===== src/rtl/nn_parameters.sv =====
// rtl/nn_parameters.sv - shared network sizes and types for the classifier back end
package nn_parameters;

  localparam int OUT_SIZE_3  = 10;
  localparam int CLASS_IDX_W = $clog2(OUT_SIZE_3);

  typedef logic signed [39:0] score_t;

  typedef enum logic [1:0] {
    IDLE = 2'd0,
    SCAN = 2'd1,
    DONE = 2'd2
  } decoder_state_t;

endpackage


===== src/rtl/nn_class_decoder.sv =====
// rtl/nn_class_decoder.sv - argmax decoder over the final dense-layer scores with a margin-based confidence flag
module nn_class_decoder
  import nn_parameters::*;
#(
  parameter int                     NUM_CLASSES = OUT_SIZE_3,
  parameter int                     DATA_W      = 40,
  parameter int                     IDX_W       = $clog2(NUM_CLASSES),
  parameter logic signed [DATA_W:0] MIN_MARGIN  = '0
) (
  input  logic                          clk,
  input  logic                          rst,
  input  logic                          start,
  input  logic [NUM_CLASSES*DATA_W-1:0] score_vector,
  output logic                          busy,
  output logic                          done,
  output logic [IDX_W-1:0]              class_idx,
  output logic signed [DATA_W-1:0]      class_score,
  output logic signed [DATA_W:0]        margin,
  output logic                          confident
);

  localparam logic signed [DATA_W-1:0] MIN_SCORE = {1'b1, {(DATA_W-1){1'b0}}};
  localparam logic [IDX_W-1:0]         LAST_IDX  = IDX_W'(NUM_CLASSES - 1);

  decoder_state_t state_q, state_d;

  logic signed [DATA_W-1:0] score_buf [NUM_CLASSES];
  logic [IDX_W-1:0]         i_q;
  logic signed [DATA_W-1:0] best_q, best_d;
  logic signed [DATA_W-1:0] second_q, second_d;
  logic [IDX_W-1:0]         best_idx_q, best_idx_d;
  logic signed [DATA_W-1:0] x;
  logic signed [DATA_W:0]   margin_d;

  always_comb begin
    state_d = state_q;
    case (state_q)
      IDLE:    if (start) state_d = SCAN;
      SCAN:    if (i_q == LAST_IDX) state_d = DONE;
      DONE:    state_d = IDLE;
      default: state_d = IDLE;
    endcase
  end

  // Strict '>' on best keeps ties at the lowest index; an equal value still lands in second.
  always_comb begin
    x          = score_buf[i_q];
    best_d     = best_q;
    second_d   = second_q;
    best_idx_d = best_idx_q;
    if (i_q == '0) begin
      best_d     = x;
      best_idx_d = '0;
      second_d   = MIN_SCORE;
    end else if (x > best_q) begin
      second_d   = best_q;
      best_d     = x;
      best_idx_d = i_q;
    end else if (x > second_q) begin
      second_d = x;
    end
    margin_d = {best_d[DATA_W-1], best_d} - {second_d[DATA_W-1], second_d};
  end

  always_ff @(posedge clk) begin
    if (state_q == IDLE && start) begin
      for (int k = 0; k < NUM_CLASSES; k++) begin
        score_buf[k] <= score_vector[k*DATA_W +: DATA_W];
      end
    end
  end

  always_ff @(posedge clk) begin
    if (rst) begin
      state_q     <= IDLE;
      i_q         <= '0;
      best_q      <= '0;
      second_q    <= '0;
      best_idx_q  <= '0;
      class_idx   <= '0;
      class_score <= '0;
      margin      <= '0;
      confident   <= 1'b0;
    end else begin
      state_q <= state_d;
      case (state_q)
        IDLE: if (start) i_q <= '0;
        SCAN: begin
          best_q     <= best_d;
          second_q   <= second_d;
          best_idx_q <= best_idx_d;
          // Results are captured on the last scan edge so they are already valid in the DONE cycle.
          if (i_q == LAST_IDX) begin
            class_idx   <= best_idx_d;
            class_score <= best_d;
            margin      <= margin_d;
            confident   <= (margin_d >= MIN_MARGIN);
          end else begin
            i_q <= i_q + IDX_W'(1);
          end
        end
        default: ;
      endcase
    end
  end

  assign busy = (state_q != IDLE);
  assign done = (state_q == DONE);

endmodule

===== config.mk =====
export PLATFORM = sky130hd
export DESIGN_NAME = nn_class_decoder
export DESIGN_NICKNAME = d
export VERILOG_FILES = /design/src/rtl/nn_parameters.sv /design/src/rtl/nn_class_decoder.sv
export SDC_FILE = /design/constraint.sdc
export NUM_CORES = 1
export LEC_CHECK = 0
export ABC_CLOCK_PERIOD_IN_PS = 47400
export BUFFER_PORTS_ARGS = -buffer_cell sky130_fd_sc_hd__buf_2
export CORE_ASPECT_RATIO = 1.25
export CORE_MARGIN = 2
export CORE_UTILIZATION = 61
export DETAILED_ROUTE_END_ITERATION = 8
export PLACE_DENSITY = 0.86
export SYNTH_ARGS = -nofsm -noshare
export SYNTH_HDL_FRONTEND = slang
export SYNTH_SLANG_ARGS = --single-unit

===== constraint.sdc =====
create_clock -name clk -period 47.4 [get_ports clk]
set_input_delay 7.11 -clock clk [delete_from_list [all_inputs] [get_ports clk]]
set_output_delay 7.11 -clock clk [all_outputs]
set_load 0.05 [all_outputs]

==> metrics, run 1 <==
vias in the first global route=just over 20,000; syn nets=2,719; Die H=239 µm; Min-Delay Path Class=reg -> reg; Final Hold Fails=0; DR DRC count=0; CP Capture Type=register; status=completed; Worst Skew=0.0172 ns; post-layout util=a little under three quarters; Synth Flop Type=edfxtp_1; CP startpoint kind=primary input; Slew Viols, Final=0; synth top area cells=edfxtp_1 45%, dfxtp_1 13%, mux4_2 6.7%; Clock Latency Late Sink=0.61 ns; drt first pass iters=6; synth cell count leaders=400 x edfxtp_1, 290 x nand2_1, 213 x a21oi_1, 180 x dfxtp_1, 123 x ha_1; Gate Count Post-Synth=2,192; LEAKAGE=11.9 nW; CP max FO=roughly 110; Worst R2R End=margin[28]; multi-input combinational cell area=10,500 µm²; detailed placement HPWL=53.1 mm; hold path startpoint=margin[23]; DP Area=roughly 30,000 µm²; clock root cell=clkbuf_16; Critical Path RT=47.62 ns; sum of negative setup slack=0 ns; register bit total from synthesis=580; WHS Endpoint=margin[23]; share of layout cells above drive strength 1=27.1%; Seq/Total Area, Yosys=between 50 and 60%; Synth async-reset ratio=0%; Setup-failing EPs final=0; largest net degree at the start of global routing=227; All-Layer GR Usage=approximately a third; global-route wire length before repair=roughly 110 mm; H-tree depth=2; CP max-delay cell=buf_4; crit path kind=in -> reg; unrepaired setup endpoints after global routing=no; design area=about 32,000 µm²; Bufs and invs on worst path=4; Reg clk slew, reported paths=0.06 ns; Yosys cell types=66; vias=20,400; initial antenna violation count=30; fin crit share=19.2%; Mapped Area=between 20,000 and 30,000 µm²; top-count cell post-synth=edfxtp_1; Power Dens Cells=39.9 nW/µm²; row cnt=86; Post-Route WL=between 70 and 80 mm; total CTS buffers=53; Crit path arrival time=9.34 ns; CTS Buffer Depth=3; Ys Warns=0; routed len/inst=23.4 µm; post-synth top area cell=edfxtp_1; GRT overflow=0; core area=43,900 µm²; CP Launch Point=start; Die ar.=around 46,000 µm²; total of max-cap violations=0; CP cell instances=buf_2 -> inv_1 -> nor2_4 -> buf_4 -> buf_4; Rel. slew slack=13.0%; Post-CTS Setup Bufs=0; Detailed Route Iter0 Violations=1,783; Syn-to-layout area delta=17.1%; final antenna-violating net count=0; critical path's most frequent cell=buf_4; crit path time final=9.12 ns; fill count=2,897; post_cts resized=0; Die Span X=192 µm; number of nets in the layout=around 3,200; Final Total Pwr=0.00126 W; post-synth top area share=~45%; worst stage delay on the critical path=1.11 ns; clock tree sinks=580; DR vias/cell=roughly 6.2; CTS tree=yes; fmax=0.110 GHz; flop-to-flop setup slack=38.37 ns; Max VDD drop=47.1 µV; slew at the pin closest to its max-slew limit=1.31 ns; hold bufs inserted after CTS=0; IO Port Bufs=490; CP top delay family=buffers and inverters; sequential cell area=15,600 µm²; hold_ws=0.448 ns; GP Congestion=0.932; number of synthesized flops with an enable pin=400; hold depth=2; post-synthesis area per instance=12.3 µm²; Initial Util=about three fifths; FF-to-FF path depth=26; num ports=491
[kinds of logic after synthesis]
kind of cell / count (synthesis) / synth area share (%)
compound gates: 531 / 12.4
fa+ha+maj: 124 / 5.78
mux: 200 / 11.3
xor+xnor: 34 / 1.10
simple gates: 493 / 8.17
buf+inv: 230 / 3.35
flops: 580 / 57.9
[worst min-delay path, cell delays in order (launching register included)]
cell,delay (ns)
dfxtp_1,0.30
nand2_1,0.05
a21oi_1,0.05
[layout by cell type, fill, tap and decap left out, types with 8 or more instances in the layout]
cell type and instances:
a211oi_1 60, a21o_1 24, a21oi_1 212, a22o_1 10, a22oi_1 41, a31oi_1 8, buf_2 489, buf_4 18
clkbuf_1 15, clkbuf_16 54, clkinv_2 11, dfxtp_1 176, diode_2 35, edfxtp_1 400, ha_1 123, inv_1 101
mux2_2 39, mux2i_1 81, mux4_2 80, nand2_1 288, nand3_1 22, nand4_1 16, nor2_1 58, nor2b_1 46
nor3_1 15, o211ai_1 43, o21ai_0 67, xnor2_1 22, xor2_1 12
[final cells by class]
type                       count  share of cell area (%)
tap                          572                    2.27
clock buffer                  73                    4.63
antenna                       35                   0.277
timing repair buffer         508                    8.24
multi-input combinational   1382                    33.2
sequential                   580                    49.5
clock inverter                25                   0.701
inverter                     101                    1.20
[power breakdown]
part           switching (W)  total (W)  internal, W
clock               0.000193   0.000422     0.000229
combinational       0.000153   0.000253    0.0000999
sequential         0.0000129   0.000584     0.000572
total               0.000358    0.00126     0.000901
[per-layer routing]
metal / vias to the layer above / track usage [%] / wire, µm
met2: 1233 / 54.5 / 37600
met4: 4 / 16.3 / 4200
li1: 9140 / - / -
met3: 264 / 6.56 / 6970
met1: 9730 / 41.1 / 28000
met5: - / 0 / 21
[through the flow]
stage / instances / setup slack (ns)
global route: 3271 / 37.68
finish: 3276 / 38.28
detailed placement: 3143 / 37.71
floorplan: 2192 / 22.28
global placement: 3143 / 37.80
CTS: 3241 / 38.36
[state kept, by name, summed over array words and instances, names as in the netlist, named ones only]
signal	flops
score_buf	400
best_idx_q	4
i_q	4
state_q	2
margin	41
second_q	40
confident	1
class_idx	4
best_q	40
class_score	40
[worst max path at each step]
| stage | cells after the start | slack [ns] | endpoint |
|---|---|---|---|
| 2_1_floorplan | 5 | 22.28 | register |
| 3_3_place_gp | 5 | 37.80 | score_buf[0][32] |
| 3_5_place_dp | 5 | 37.71 | score_buf[0][32] |
| 4_1_cts | 27 | 38.36 | margin[28] |
| 5_1_grt | 26 | 37.68 | margin[28] |
| 6_report | 5 | 38.28 | score_buf[2][35] |
(Power assumes the default switching activity.)
==> run 2, diff against run 1 <==
--- a/config.mk
+++ b/config.mk
@@ -5,13 +5,14 @@
 export SDC_FILE = /design/constraint.sdc
 export NUM_CORES = 1
 export LEC_CHECK = 0
-export ABC_CLOCK_PERIOD_IN_PS = 47400
+export ABC_AREA = 1
+export ABC_CLOCK_PERIOD_IN_PS = 7900
 export BUFFER_PORTS_ARGS = -buffer_cell sky130_fd_sc_hd__buf_2
 export CORE_ASPECT_RATIO = 1.25
 export CORE_MARGIN = 2
-export CORE_UTILIZATION = 61
+export CORE_UTILIZATION = 51
 export DETAILED_ROUTE_END_ITERATION = 8
-export PLACE_DENSITY = 0.86
+export PLACE_DENSITY = 0.76
 export SYNTH_ARGS = -nofsm -noshare
 export SYNTH_HDL_FRONTEND = slang
 export SYNTH_SLANG_ARGS = --single-unit
==> constraint.sdc (replaced) <==
create_clock -name clk -period 7.9 [get_ports clk]
set_input_delay 1.185 -clock clk [delete_from_list [all_inputs] [get_ports clk]]
set_output_delay 1.185 -clock clk [all_outputs]
set_load 0.05 [all_outputs]
==> run 2 against run 1 <==
Effect of this change: hold slack improved by 0.020 ns; synthesized cell count rose by 43%; sequential share of layout area is 2.9 points lower; utilization is 11 points lower; first-iteration DRC count grew 53%; non-clock buffer count is 28 higher; wire length grew 21%; clock-buffer cell count decreased by 6; cell count rose by 33%; highest routed layer unchanged; via count increased by 22%; cell area grew 6.2%.
==> metrics, run 2 <==
Die Span X=216 µm; Gate Count Post-Synth=3,141; Final Hold Fails=0; Reg clk slew, reported paths=0.06 ns; Top reg by flops=score_buf; post_cts resized=0; total of max-cap violations=0; IO Port Bufs=490; Post-Route WL=92.8 mm; register bit total from synthesis=580; vias in the first global route=23,800; hold depth=2; CP max FO=51; GP Congestion=1.03; initial antenna violation count=37; largest net degree at the start of global routing=211; total CTS buffers=between 50 and 60; Seq/Total Area, Yosys=a little over half; crit path time final=7.06 ns; fmax=roughly 0.14 GHz; All-Layer GR Usage=31.2%; CTS tree=yes; Slew Viols, Final=0; CP Capture Type=register; H-tree depth=2; clock root cell=clkbuf_16; vias=roughly 25,000; row cnt=96; CP startpoint kind=register; clock tree sinks=just under 600; Post-CTS Setup Bufs=0; Clock Latency Late Sink=0.63 ns; synth cell count leaders=490 x nor2_1, 421 x nand2_1, 400 x edfxtp_1, 376 x o21ai_0, 292 x inv_1; num ports=between 400 and 500; drt first pass iters=6; Regs by FF count=score_buf (400), margin (41); GRT overflow=0; syn nets=about 3,700; worst stage delay on the critical path=0.45 ns; Die H=around 270 µm; global-route wire length before repair=138 mm; WHS Endpoint=margin[18]; Setup-failing EPs final=0; post-synthesis area per instance=a little over 9 µm²; CP max-delay cell=fa_1; Worst R2R End=margin[32]; synth top area cells=edfxtp_1 42%, dfxtp_1 13%, o21ai_0 6.6%; Yosys cell types=43; Synth Flop Type=edfxtp_1; Psw=0.00327 W; Min-Delay Path Class=reg -> reg; Max VDD drop=236 µV; share of layout cells above drive strength 1=18.9%; post-synth top area cell=edfxtp_1; max FFs per register=400; Synth async-reset ratio=0%; most frequent cells in the layout=490 x buf_2, 489 x nor2_1, 420 x nand2_1; Syn-to-layout area delta=17.5%; fin crit share=89.3%; Mapped Area=about 29,000 µm²; number of nets in the layout=approximately 4,100; Critical Path RT=8.41 ns; flop-to-flop setup slack=0.84 ns; detailed placement HPWL=slightly below 70 mm; Clock power frac=30.4%; Rel. slew slack=15.9%; DR vias/cell=5.72; Switching Share=between 30 and 40%; internal power=0.00595 W; sum of negative setup slack=0 ns; DR DRC count=0; Detailed Route Iter0 Violations=2,729; dpl cells=4,235; core area=55,100 µm²; critical path's most frequent cell=nand2_1; slew at the pin closest to its max-slew limit=1.26 ns; combinational group share of total power=31.4%; unrepaired setup endpoints after global routing=no; most common cell after layout, fill and taps aside=buf_2; crit path kind=reg -> reg; top-count cell post-synth=nor2_1; hold bufs inserted after CTS=0; FF-to-FF path depth=40; Initial Util=51.7%; LEAKAGE=~15 nW; Crit path arrival time=around 7.6 ns; Ys Warns=0; routed len/inst=21.3 µm; Die ar.=around 58,000 µm²; hold path startpoint=margin[18]; final std cells w/o fill=4,364; fill count=4,700; post-synth top area share=between 40 and 50%; number of synthesized flops with an enable pin=400; status=completed; Worst Skew=between 0.02 and 0.025 ns; Power Dens Cells=275 nW/µm²; Seq pwr share=38.2%; final antenna-violating net count=0; CTS Buffer Depth=3
run 2: cell types whose count changed after synthesis, sizes merged, moves of 81 or more:
cell	before	now
mux2i	81	0
o21ai	72	386
nand3	23	211
inv	101	294
nand2	290	422
nor2	60	491
run 2: cell type report:
class / instances / area [µm²] / share of cell area [%]
sequential: 580 / 15600 / 46.6
inverter: 297 / 1120 / 3.35
tap: 735 / 920 / 2.74
clock buffer: 67 / 1500 / 4.47
multi-input combinational: 2087 / 11000 / 32.8
clock inverter: 37 / 408 / 1.22
antenna: 25 / 62.6 / 0.187
timing repair buffer: 536 / 2910 / 8.68
run 2: critical path, delay by kind of cell, from the launching register on:
| family | cells | cell delay (ns) |
|---|---|---|
| AOI/OAI and AO/OA | 5 | 1.23 |
| adders and majority gates | 3 | 0.82 |
| buffers and inverters | 8 | 1.53 |
| DFF | 1 | 0.44 |
| and+or+nand+nor | 24 | 2.95 |
run 2: power groups by stage:
stage	clock [W]	combinational [W]	sequential (W)
finish	0.00280	0.00290	0.00352
global route	0.00294	0.00318	0.00354
CTS	0.00282	0.00284	0.00352
detailed placement	0	0.00283	0.00358
global placement	0	0.00282	0.00358
floorplan	0	0.00194	0.00359
run 2: per-layer routing:
metal / wire length [µm] / track usage, % / up-vias / part of all wire (%)
met2: 45100 / 53.3 / 1320 / 49
met5: 103 / 0 / - / 0.11
li1: - / - / 11700 / -
met3: 7570 / 5.39 / 259 / 8.2
met1: 35500 / 38.7 / 11600 / 38
met4: 4550 / 15.1 / 16 / 4.9
run 2: worst max-delay path by stage:
stage	slack (ns)	start	endpoint	depth (start not counted)
floorplan	0.20	start	score_buf[0][0]	2
global placement	1.04	register	margin[32]	34
detailed placement	1.02	register	margin[32]	34
CTS	0.93	register	margin[32]	40
global route	0.47	register	margin[32]	40
finish	0.84	register	margin[32]	40
run 2: kinds of logic after synthesis:
kind of cell,count (synthesis),synth area share [%]
buf+inv,474,6.82
compound gates,743,14.9
simple gates,1203,17.5
flops,580,54.7
fa+ha+maj,124,5.46
xor+xnor,17,0.522
run 2: stage by stage:
stage / area (µm²) / util [%] / setup WS [ns] / total power, W / hold WS (ns)
global placement: 31600 / 57.3 / 1.04 / 0.00640 / 0.454
detailed placement: 31600 / 57.3 / 1.02 / 0.00641 / 0.459
CTS: 33500 / 60.7 / 0.929 / 0.00919 / 0.470
floorplan: 28500 / - / 0.203 / 0.00552 / 0.495
global route: 33500 / 60.8 / 0.473 / 0.00965 / 0.488
finish: 33500 / 60.8 / 0.841 / 0.00922 / 0.469
